File: config.mk
export PLATFORM = sky130hd
export DESIGN_NAME = led_pattern_gen
export DESIGN_NICKNAME = d
export VERILOG_FILES = /design/src/rtl/led_pattern_gen.sv
export SDC_FILE = /design/constraint.sdc
export NUM_CORES = 1
export LEC_CHECK = 0
export ABC_AREA = 1
export BUFFER_PORTS_ARGS = -buffer_cell sky130_fd_sc_hd__buf_2
export CORE_MARGIN = 2
export CORE_UTILIZATION = 55
export CTS_CLUSTER_DIAMETER = 100
export DETAILED_ROUTE_END_ITERATION = 8
export GPL_TIMING_DRIVEN = 0
export HOLD_SLACK_MARGIN = 0.05
export PLACE_DENSITY = 0.76
export SETUP_SLACK_MARGIN = 0.1
export SYNTH_ARGS = -nofsm -noshare
export SYNTH_HDL_FRONTEND = slang
export SYNTH_SLANG_ARGS = --single-unit
File: constraint.sdc
create_clock -name CLK -period 1.3 [get_ports CLK]
set_input_delay 0.13 -clock CLK [delete_from_list [all_inputs] [get_ports CLK]]
set_output_delay 0.13 -clock CLK [all_outputs]
set_load 0.05 [all_outputs]
File: src/rtl/led_pattern_gen.sv
// led_pattern_gen: status LED driver for LED1/LED2.
// A prescaler produces a pattern tick, a 3-bit phase counter steps the
// selected pattern, and per-LED stretchers invert an LED for a few ticks
// after each event strobe. All outputs are registered.
module led_pattern_gen #(
    parameter int unsigned TICK_DIV      = 2500000,
    parameter int unsigned STRETCH_TICKS = 4
) (
    input  logic       CLK,
    input  logic       RST,
    input  logic [1:0] MODE,
    input  logic       EVT1,
    input  logic       EVT2,
    output logic       LED1,
    output logic       LED2,
    output logic       TICK
);

    localparam int unsigned CW = $clog2(TICK_DIV);
    // Keep the stretch counters at least one bit wide when events are disabled.
    localparam int unsigned SW = (STRETCH_TICKS == 0) ? 1 : $clog2(STRETCH_TICKS + 1);
    localparam logic [CW-1:0] PRE_LAST     = CW'(TICK_DIV - 1);
    localparam logic [SW-1:0] STRETCH_LOAD = SW'(STRETCH_TICKS);
    localparam bit            EVT_EN       = (STRETCH_TICKS != 0);

    typedef enum logic [1:0] {
        MODE_OFF   = 2'd0,
        MODE_ON    = 2'd1,
        MODE_BLINK = 2'd2,
        MODE_ALT   = 2'd3
    } mode_t;

    logic [CW-1:0] prescaler;
    logic [2:0]    phase;
    mode_t         mode_q;
    mode_t         mode_in;
    logic          mode_chg;
    logic          tick;
    logic [SW-1:0] stretch1;
    logic [SW-1:0] stretch2;
    logic          base1;
    logic          base2;

    // Tick and mode-change detection from current state and input.
    always_comb begin
        mode_in  = mode_t'(MODE);
        mode_chg = (mode_in != mode_q);
        tick     = (prescaler == PRE_LAST);
    end

    // Prescaler, phase counter and mode register; a mode change restarts the pattern.
    always_ff @(posedge CLK) begin
        if (RST) begin
            prescaler <= '0;
            phase     <= '0;
            mode_q    <= MODE_OFF;
        end else begin
            mode_q <= mode_in;
            if (mode_chg) begin
                prescaler <= '0;
                phase     <= '0;
            end else if (tick) begin
                prescaler <= '0;
                phase     <= phase + 3'd1;
            end else begin
                prescaler <= prescaler + CW'(1);
            end
        end
    end

    // Per-LED stretchers: an event (re)loads, otherwise a tick counts down.
    always_ff @(posedge CLK) begin
        if (RST) begin
            stretch1 <= '0;
            stretch2 <= '0;
        end else begin
            if (EVT_EN && EVT1) begin
                stretch1 <= STRETCH_LOAD;
            end else if (tick && (stretch1 != '0)) begin
                stretch1 <= stretch1 - SW'(1);
            end
            if (EVT_EN && EVT2) begin
                stretch2 <= STRETCH_LOAD;
            end else if (tick && (stretch2 != '0)) begin
                stretch2 <= stretch2 - SW'(1);
            end
        end
    end

    // Base pattern selected by the registered mode and the phase MSB.
    always_comb begin
        base1 = 1'b0;
        base2 = 1'b0;
        unique case (mode_q)
            MODE_OFF: begin
                base1 = 1'b0;
                base2 = 1'b0;
            end
            MODE_ON: begin
                base1 = 1'b1;
                base2 = 1'b1;
            end
            MODE_BLINK: begin
                base1 = phase[2];
                base2 = phase[2];
            end
            MODE_ALT: begin
                base1 = phase[2];
                base2 = ~phase[2];
            end
        endcase
    end

    // Registered outputs: base pattern inverted while a stretch is active.
    always_ff @(posedge CLK) begin
        if (RST) begin
            LED1 <= 1'b0;
            LED2 <= 1'b0;
            TICK <= 1'b0;
        end else begin
            LED1 <= base1 ^ (stretch1 != '0);
            LED2 <= base2 ^ (stretch2 != '0);
            TICK <= tick;
        end
    end

endmodule

**After elaboration in Yosys (flattened, before gate mapping)**

Cells that the tools add are included.

- Register bits after elaboration: 36
- Bits in latches: 0
- RAM bits: 0
- Bits in read-only memories: 0
- Input bits: 6
- Output and inout bits: 3
- Logic and storage cells: 40
- Memories: 0

- $add $sub $neg: 4
- Multiply operators: 0
- Divide/modulo/power cells: 0
- $lt $le $gt $ge: 0
- Eq/ne operators: 5
- Shift operators: 0
- Multiplexer cells: 6
- Bitwise gates (word level): 3
- Reductions and logical operators: 12

Operator list:

| kind | count |
|---|---|
| 22-bit by 1-bit adder with 22-bit output, second input constant | 1 |
| 22-bit equality test, second input constant | 1 |
| 3-bit two-way mux | 4 |
| 2-bit OR reduction | 4 |
| 3-bit nonzero test | 2 |
| 3-bit by 1-bit subtractor with 3-bit output, second input constant | 2 |
| 2-bit equality test, second input constant | 2 |
| 1-bit one-hot mux with 4 select lines | 1 |
| 2-bit nonzero test | 2 |
| 3-bit by 1-bit adder with 3-bit output, second input constant | 1 |
| 1-bit one-hot mux with 3 select lines | 1 |
| 3-bit OR reduction | 1 |
| 2-bit by 1-bit equality test with 1-bit output, second input constant | 1 |
| 1-bit logical AND | 2 |
| 2-bit zero test | 1 |
| 2-bit inequality test | 1 |
| 1-bit bitwise XOR | 2 |
| 1-bit NOT | 1 |

**Longest topological paths before layout**

Gate-level depths: netlist of the first run.

- Depth after elaboration: 4
- Depth in mapped cells: 9
- Mapped depth without buffers: 9

**Least setup slack after synthesis of the first run**

Ideal clock, no wire load.

- Path kind: register to register
- Start: register prescaler[0]
- End: register prescaler[10]
- Arrival time: 1.273 ns
- Slack: -0.088 ns
- Stages on the path, launching flop included: 10
- Buffers on the path: 1
- Cells stage by stage: dfxtp_1 -> ha_1 -> nand2_2 -> nor2_4 -> nand3_2 -> nor2_2 -> nand2_1 -> nand2_2 -> buf_6 -> nor2_1

- Word-level cells in the longest chain between the ends: 2
- Elaborated cells between the ends (all ways): 3
- Those cells by class: 1 x add/sub; 1 x eq/ne; 1 x reduce/logical

Ends and longest elaborated chain:

| what | line | RTL |
|---|---|---|
| from (decl) | 33 | `logic [CW-1:0] prescaler;` |
| from (signal assigned) | 66 | `prescaler <= prescaler + CW'(1);` |
| parallel branches: the longest is 2 deep, another holds 22-bit by 1-bit adder with 22-bit output | n/a |  |

Parallel ways; which one is timed is not known.
A chain may end at the register's enable or synchronous reset.

**Final worst setup path of the first run**

- Start: register prescaler[0]
- End: register prescaler[8]

Same word-level chain as after synthesis.

==> flow_summary.json, run 1 <==
{
  "outcome": "complete, but fails checks",
  "violations": "setup timing",
  "post_synth_inst_count": 289,
  "ios": 9,
  "tritoncts": "done",
  "die_y_extent_um": 65.3,
  "placed_area_mm2": 0.00219,
  "dieArea_mm2": 0.00427,
  "cts_num_sinks": 36,
  "vdd_drop_max_uv": 732,
  "final_core_util": 0.736,
  "asyncSetResetFlopFracSynth": 0,
  "crit_fanout": 5,
  "tightest_slew_ps": 350,
  "synth_edf_count": 0,
  "final_nets": 334,
  "area_growth_pct": 29.2,
  "timing.critical_path.required_ps": 1480,
  "first_iter_violations": 206,
  "placement_rows": 22,
  "crit_path_top_delay_cell": "dfxtp_2",
  "synth.yosys.seq_area_share": 0.348,
  "syn_area_mm2": 0.00207,
  "hold_path_class": "in2reg",
  "ys_types": 31,
  "nFillCells": 270,
  "io_buffer_count": 7,
  "cts-root-buf": "clkbuf_8",
  "grt_use_met1": 0.316,
  "finalSetupViolations": 29,
  "grt_pass1_wl_um": 8280,
  "route.vias.total": 1937,
  "final.min_clock_period_ps": 1490,
  "drv_slew": 0,
  "grt_setup_unrepaired": "true",
  "finalCritPeriodShare": 1.14,
  "core_region_area_mm2": 0.00363,
  "critical_path.endpoint_type": "flip-flop",
  "drive_above_1_share": 0.396,
  "antenna_violations_before_repair": 0,
  "timing.max_cap.violations": 0,
  "place_congestion": 0.919,
  "yosys_most_used_dff": "dfxtp_1",
  "initial_core_util": 0.570,
  "fin_cells": 371,
  "layout_setup_ws_ps": -186,
  "wl_per_cell_um": 13.6,
  "final.setup_skew_ps": 7.74,
  "detail-route-antenna-nets": 0,
  "crit_chain": "ha_4 > nand2_4 > nor2_4 > nand3_2 > nor2_4 > nand2_2 > nand2_4 > buf_6 > buf_8 > nor2_1",
  "r2r_slack_ps": -190,
  "worstSetupPathType": "reg2reg",
  "post-route-cell-area_mm2": 0.00267,
  "globalRoute.busiestLayer": "met2",
  "cp.arrival_ps": 1670,
  "grtUsageMet2": 0.434,
  "clock_path_buffers": 2,
  "placed_cells_incl_taps": 344,
  "post-route-drc-count": 0,
  "grt_max_degree": 13,
  "yosys_register_bits": 36,
  "cts_buf_count": 5,
  "grt.overflow.total": 0,
  "cp_top_family": "simple AND/OR/NAND/NOR gates",
  "die_w_um": 65.3,
  "path_buf_inv": 2,
  "grt_util_all_layers": 0.257,
  "yosys_warnings": 0,
  "clock_tree.htree_level_count": 2,
  "syn-mean-instance-area_um2": 7.16,
  "timing.final.hold_violations": 0,
  "setup.worst_path.start_class": "flip-flop",
  "drt-vias-per-instance": 5.22,
  "grt_pass1_vias": 1892,
  "mostFrequentLayoutCells": "nand2_1 (53), nor2_1 (50), inv_1 (30)",
  "power.density_cell_area_mw_per_mm2": 861,
  "most_common_library_cell_in_the_layout_ignoring_fill_and_taps": "nand2_1",
  "grt_use_met3": 0.0497,
  "max_clock_freq_mhz": 673,
  "slew_headroom": 0.764,
  "worst_setup_hold_path_clk_slew_ps": 80,
  "drt_pre_antenna_iters": 4,
  "crit_path_largest_cell_delay_ps": 350,
  "dp_hpwl_um": 3000,
  "synthesized_net_count": 301,
  "diodes": 0,
  "wl_um": 5050,
  "clock_insertion_delay_worst_skew_ps": 290,
  "lkg_pwr_uw": 0.000983
}
## worst register-to-register path: cells and delay by family (launching register included)
family / cells / cell delay [ps]
buf+inv: 2 / 240
simple gates: 7 / 630
flops: 1 / 350
fa+ha+maj: 1 / 170
## worst paths after layout
kind	depth (start not counted)	to	startpoint
max	10	prescaler[8]	prescaler[0]
min	3	mode_q[1]	MODE[1]
max reg2reg	10	prescaler[8]	prescaler[0]
min reg2reg	2	stretch2[1]	stretch2[1]
## cells by family after synthesis
group,after synthesis,share of synthesized area
simple gates,174,0.408
buf+inv,41,0.0852
flops,36,0.348
compound gates,20,0.0714
xor+xnor,12,0.0508
fa+ha+maj,6,0.0363
## routing by layer
layer,routed length [µm],share of wire,vias up
li1,-,-,971
met1,2180,0.43,893
met2,2470,0.49,52
met3,246,0.049,21
met4,153,0.030,0
met5,0,0,-
## state kept, by name (all words and copies together), names as in the netlist
signal     flops
prescaler     22
phase          3
stretch1       3
stretch2       3
mode_q         2
LED1           1
LED2           1
TICK           1
## through the flow
stage	hold slack [ps]	worst slack, ps	setup TNS [ps]	total power (µW)
after global routing	86.9	-275	-6420	2380
final	83.2	-186	-3750	2300
after detailed placement	353	-248	-6080	1280
after global placement	354	-239	-5780	1270
after floorplan	255	-41.6	-450	1250
after CTS	65.0	-153	-3200	2320
## area by class of cell
cell class / count / area [µm²] / share of cell area
sequential: 36 / 749 / 0.280
inverter: 38 / 143 / 0.0533
buffer: 3 / 41.3 / 0.0154
tap: 48 / 60.1 / 0.0225
timing repair buffer: 26 / 235 / 0.0880
multi-input combinational: 212 / 1330 / 0.499
clock inverter: 3 / 42.5 / 0.0159
clock buffer: 5 / 68.8 / 0.0257
## synth_stat cells (all sizes together), types with 3 or more instances
cell	count	area [µm²]
nor2	75	332
nand2	63	249
inv	38	143
dfxtp	36	721
nand3	18	113
a21oi	11	88.8
xor2	9	78.8
nand4	8	50.1
ha	6	75.1
nor3	4	47.5
o21ai	4	20.0
or2	4	25.0
buf	3	33.8
xnor2	3	26.3
## where the power goes
part / internal (µW) / leakage, µW / switching [µW] / total, µW
Sequential: 1110 / 0.000302 / 10.8 / 1120
Clock: 567 / 0.0000541 / 411 / 979
Combinational: 93.3 / 0.000627 / 107 / 200
Total: 1770 / 0.000983 / 529 / 2300
## timing repair
| action | in CTS | in global routing |
|---|---|---|
| cloned | 2 | 0 |
| hold buffers | 1 | 0 |
| resized for setup | 44 | 31 |
| pin swaps | 15 | 7 |
| hold endpoints to repair | 6 | 0 |
| endpoints found under the setup margin | 34 | 34 |
| setup buffers | 15 | 3 |
No activity file was read; power rests on OpenSTA's default activity.
==> run 2, diff against run 1 <==
PLACE_DENSITY = 0.78   (was 0.76)
==> flow_summary.json, run 2 (synthesis results as in run 1) <==
{
  "outcome": "complete, but fails checks",
  "violations": "setup timing",
  "initial_core_util": 0.570,
  "max_flop_register": "prescaler",
  "mostFrequentLayoutCells": "nand2_1 (53), nor2_1 (52), inv_1 (34)",
  "drv_slew": 0,
  "cts_num_sinks": 36,
  "io_buffer_count": 7,
  "area_growth_pct": 28.8,
  "dieArea_mm2": 0.00427,
  "setup-tns-final_ps": -2940,
  "layout_setup_ws_ps": -179,
  "detail-route-antenna-nets": 0,
  "slew_headroom": 0.740,
  "ios": 9,
  "nFillCells": 288,
  "timing.critical_path.required_ps": 1490,
  "final.setup_skew_ps": 2.76,
  "clock_tree.htree_level_count": 2,
  "grt_util_all_layers": 0.243,
  "placed_area_mm2": 0.00219,
  "final.min_clock_period_ps": 1480,
  "finalSetupViolations": 31,
  "r2r_slack_ps": -180,
  "die_y_extent_um": 65.3,
  "drive_above_1_share": 0.380,
  "antenna_violations_before_repair": 0,
  "route.vias.total": 1979,
  "post-layout-total-power_uw": 2170,
  "crit_chain": "ha_4 > nand2_4 > nor2_4 > nand3_2 > nor2_4 > nand2_2 > nand2_4 > buf_6 > buf_6 > nor2_1",
  "largest_reg_flops": 22,
  "clock_path_buffers": 2,
  "endpoint": "prescaler[5]",
  "max_clock_freq_mhz": 676,
  "worstRegToRegCells": 10,
  "placement_rows": 22,
  "worstSetupPathType": "reg2reg",
  "hold_path_class": "in2reg",
  "tritoncts": "done",
  "wl_per_cell_um": 13.4,
  "final_nets": 336,
  "dp_hpwl_um": 2900,
  "grt_setup_unrepaired": "true",
  "wl_um": 4970,
  "power.density_cell_area_mw_per_mm2": 812,
  "r2r_end": "prescaler[5]",
  "worstHoldPathCells": 3,
  "crit_path_largest_cell_delay_ps": 350,
  "cts-root-buf": "clkbuf_8",
  "r2r-start": "prescaler[0]",
  "finalCritPeriodShare": 1.14,
  "clock_insertion_delay_worst_skew_ps": 290,
  "critical_path.endpoint_type": "flip-flop",
  "grt_max_degree": 11,
  "grt_pass1_wl_um": 7890,
  "placement.setup.worst_slack_ps": -278,
  "post-route-drc-count": 0,
  "crit_fanout": 5,
  "worst_setup_hold_path_clk_slew_ps": 70,
  "cts_buf_count": 5,
  "timing.final.hold_violations": 0,
  "most_common_library_cell_in_the_layout_ignoring_fill_and_taps": "nand2_1",
  "grt.overflow.total": 0,
  "crit_path_start": "prescaler[0]",
  "post-route-cell-area_mm2": 0.00267,
  "grt_pass1_vias": 1830,
  "timing.max_cap.violations": 0,
  "lkg_pwr_uw": 0.00100,
  "tightest_slew_ps": 385,
  "crit_path_top_delay_cell": "dfxtp_2",
  "setup.worst_path.start_class": "flip-flop",
  "drt-vias-per-instance": 5.32,
  "drt_pre_antenna_iters": 4,
  "place_congestion": 0.921,
  "die_w_um": 65.3,
  "cp.arrival_ps": 1670,
  "diodes": 0,
  "vdd_drop_max_uv": 603,
  "core_region_area_mm2": 0.00363,
  "first_iter_violations": 189
}
run 2: cell types whose count changed in the layout (fill, tap and decap cells not counted), moves of 2 or more:
cell,delta
inv_1,+4
inv_2,-5
buf_8,-2
nor2_1,+2
clkbuf_8,+2
buf_4,+4
run 2: power breakdown:
| part | switching (µW) | internal (µW) |
|---|---|---|
| registers | 11.4 | 1110 |
| clock network | 392 | 472 |
| logic | 101 | 78.1 |
| total | 504 | 1660 |
run 2: per-layer routing:
layer,up-vias,GRT usage,routed length (µm)
met5,-,0,0
met4,0,0.0755,106
met3,14,0.0634,306
met2,60,0.412,2470
met1,930,0.302,2090
li1,975,-,-
run 2: final cells by class:
class	count	area [µm²]	share of cell area
tap	48	60.1	0.0225
multi-input combinational	212	1340	0.504
sequential	36	752	0.282
timing repair buffer	28	226	0.0849
buffer	3	42.5	0.0160
clock buffer	7	96.3	0.0361
inverter	38	145	0.0544
run 2: metrics by stage:
step,utilization,std cells,hold slack (ps)
2_1_floorplan,-,289,255
3_3_place_gp,0.603,344,353
3_5_place_dp,0.603,344,357
4_1_cts,0.701,367,74.5
5_1_grt,0.734,372,95.0
6_report,0.734,372,83.0
run 2: worst min path at each step:
stage	from	to	slack, ps
floorplan	MODE[0]	mode_q[0]	250
global placement	RST	mode_q[0]	350
detailed placement	RST	stretch2[2]	360
CTS	MODE[1]	mode_q[1]	70
global route	MODE[1]	mode_q[1]	100
finish	MODE[1]	mode_q[1]	80
run 2: critical path: cells and delay by family (launching register included):
| family | cells | cell delay (ps) |
|---|---|---|
| flops | 1 | 350 |
| buf+inv | 2 | 220 |
| fa+ha+maj | 1 | 170 |
| simple gates | 7 | 630 |
run 2: repair_timing:
action	CTS	global route
endpoints found under the setup margin	34	34
buffers inserted	13	7
hold endpoints to repair	6	0
pin swaps	12	8
resized for setup	36	36
hold buffers	1	0
cloned	2	0
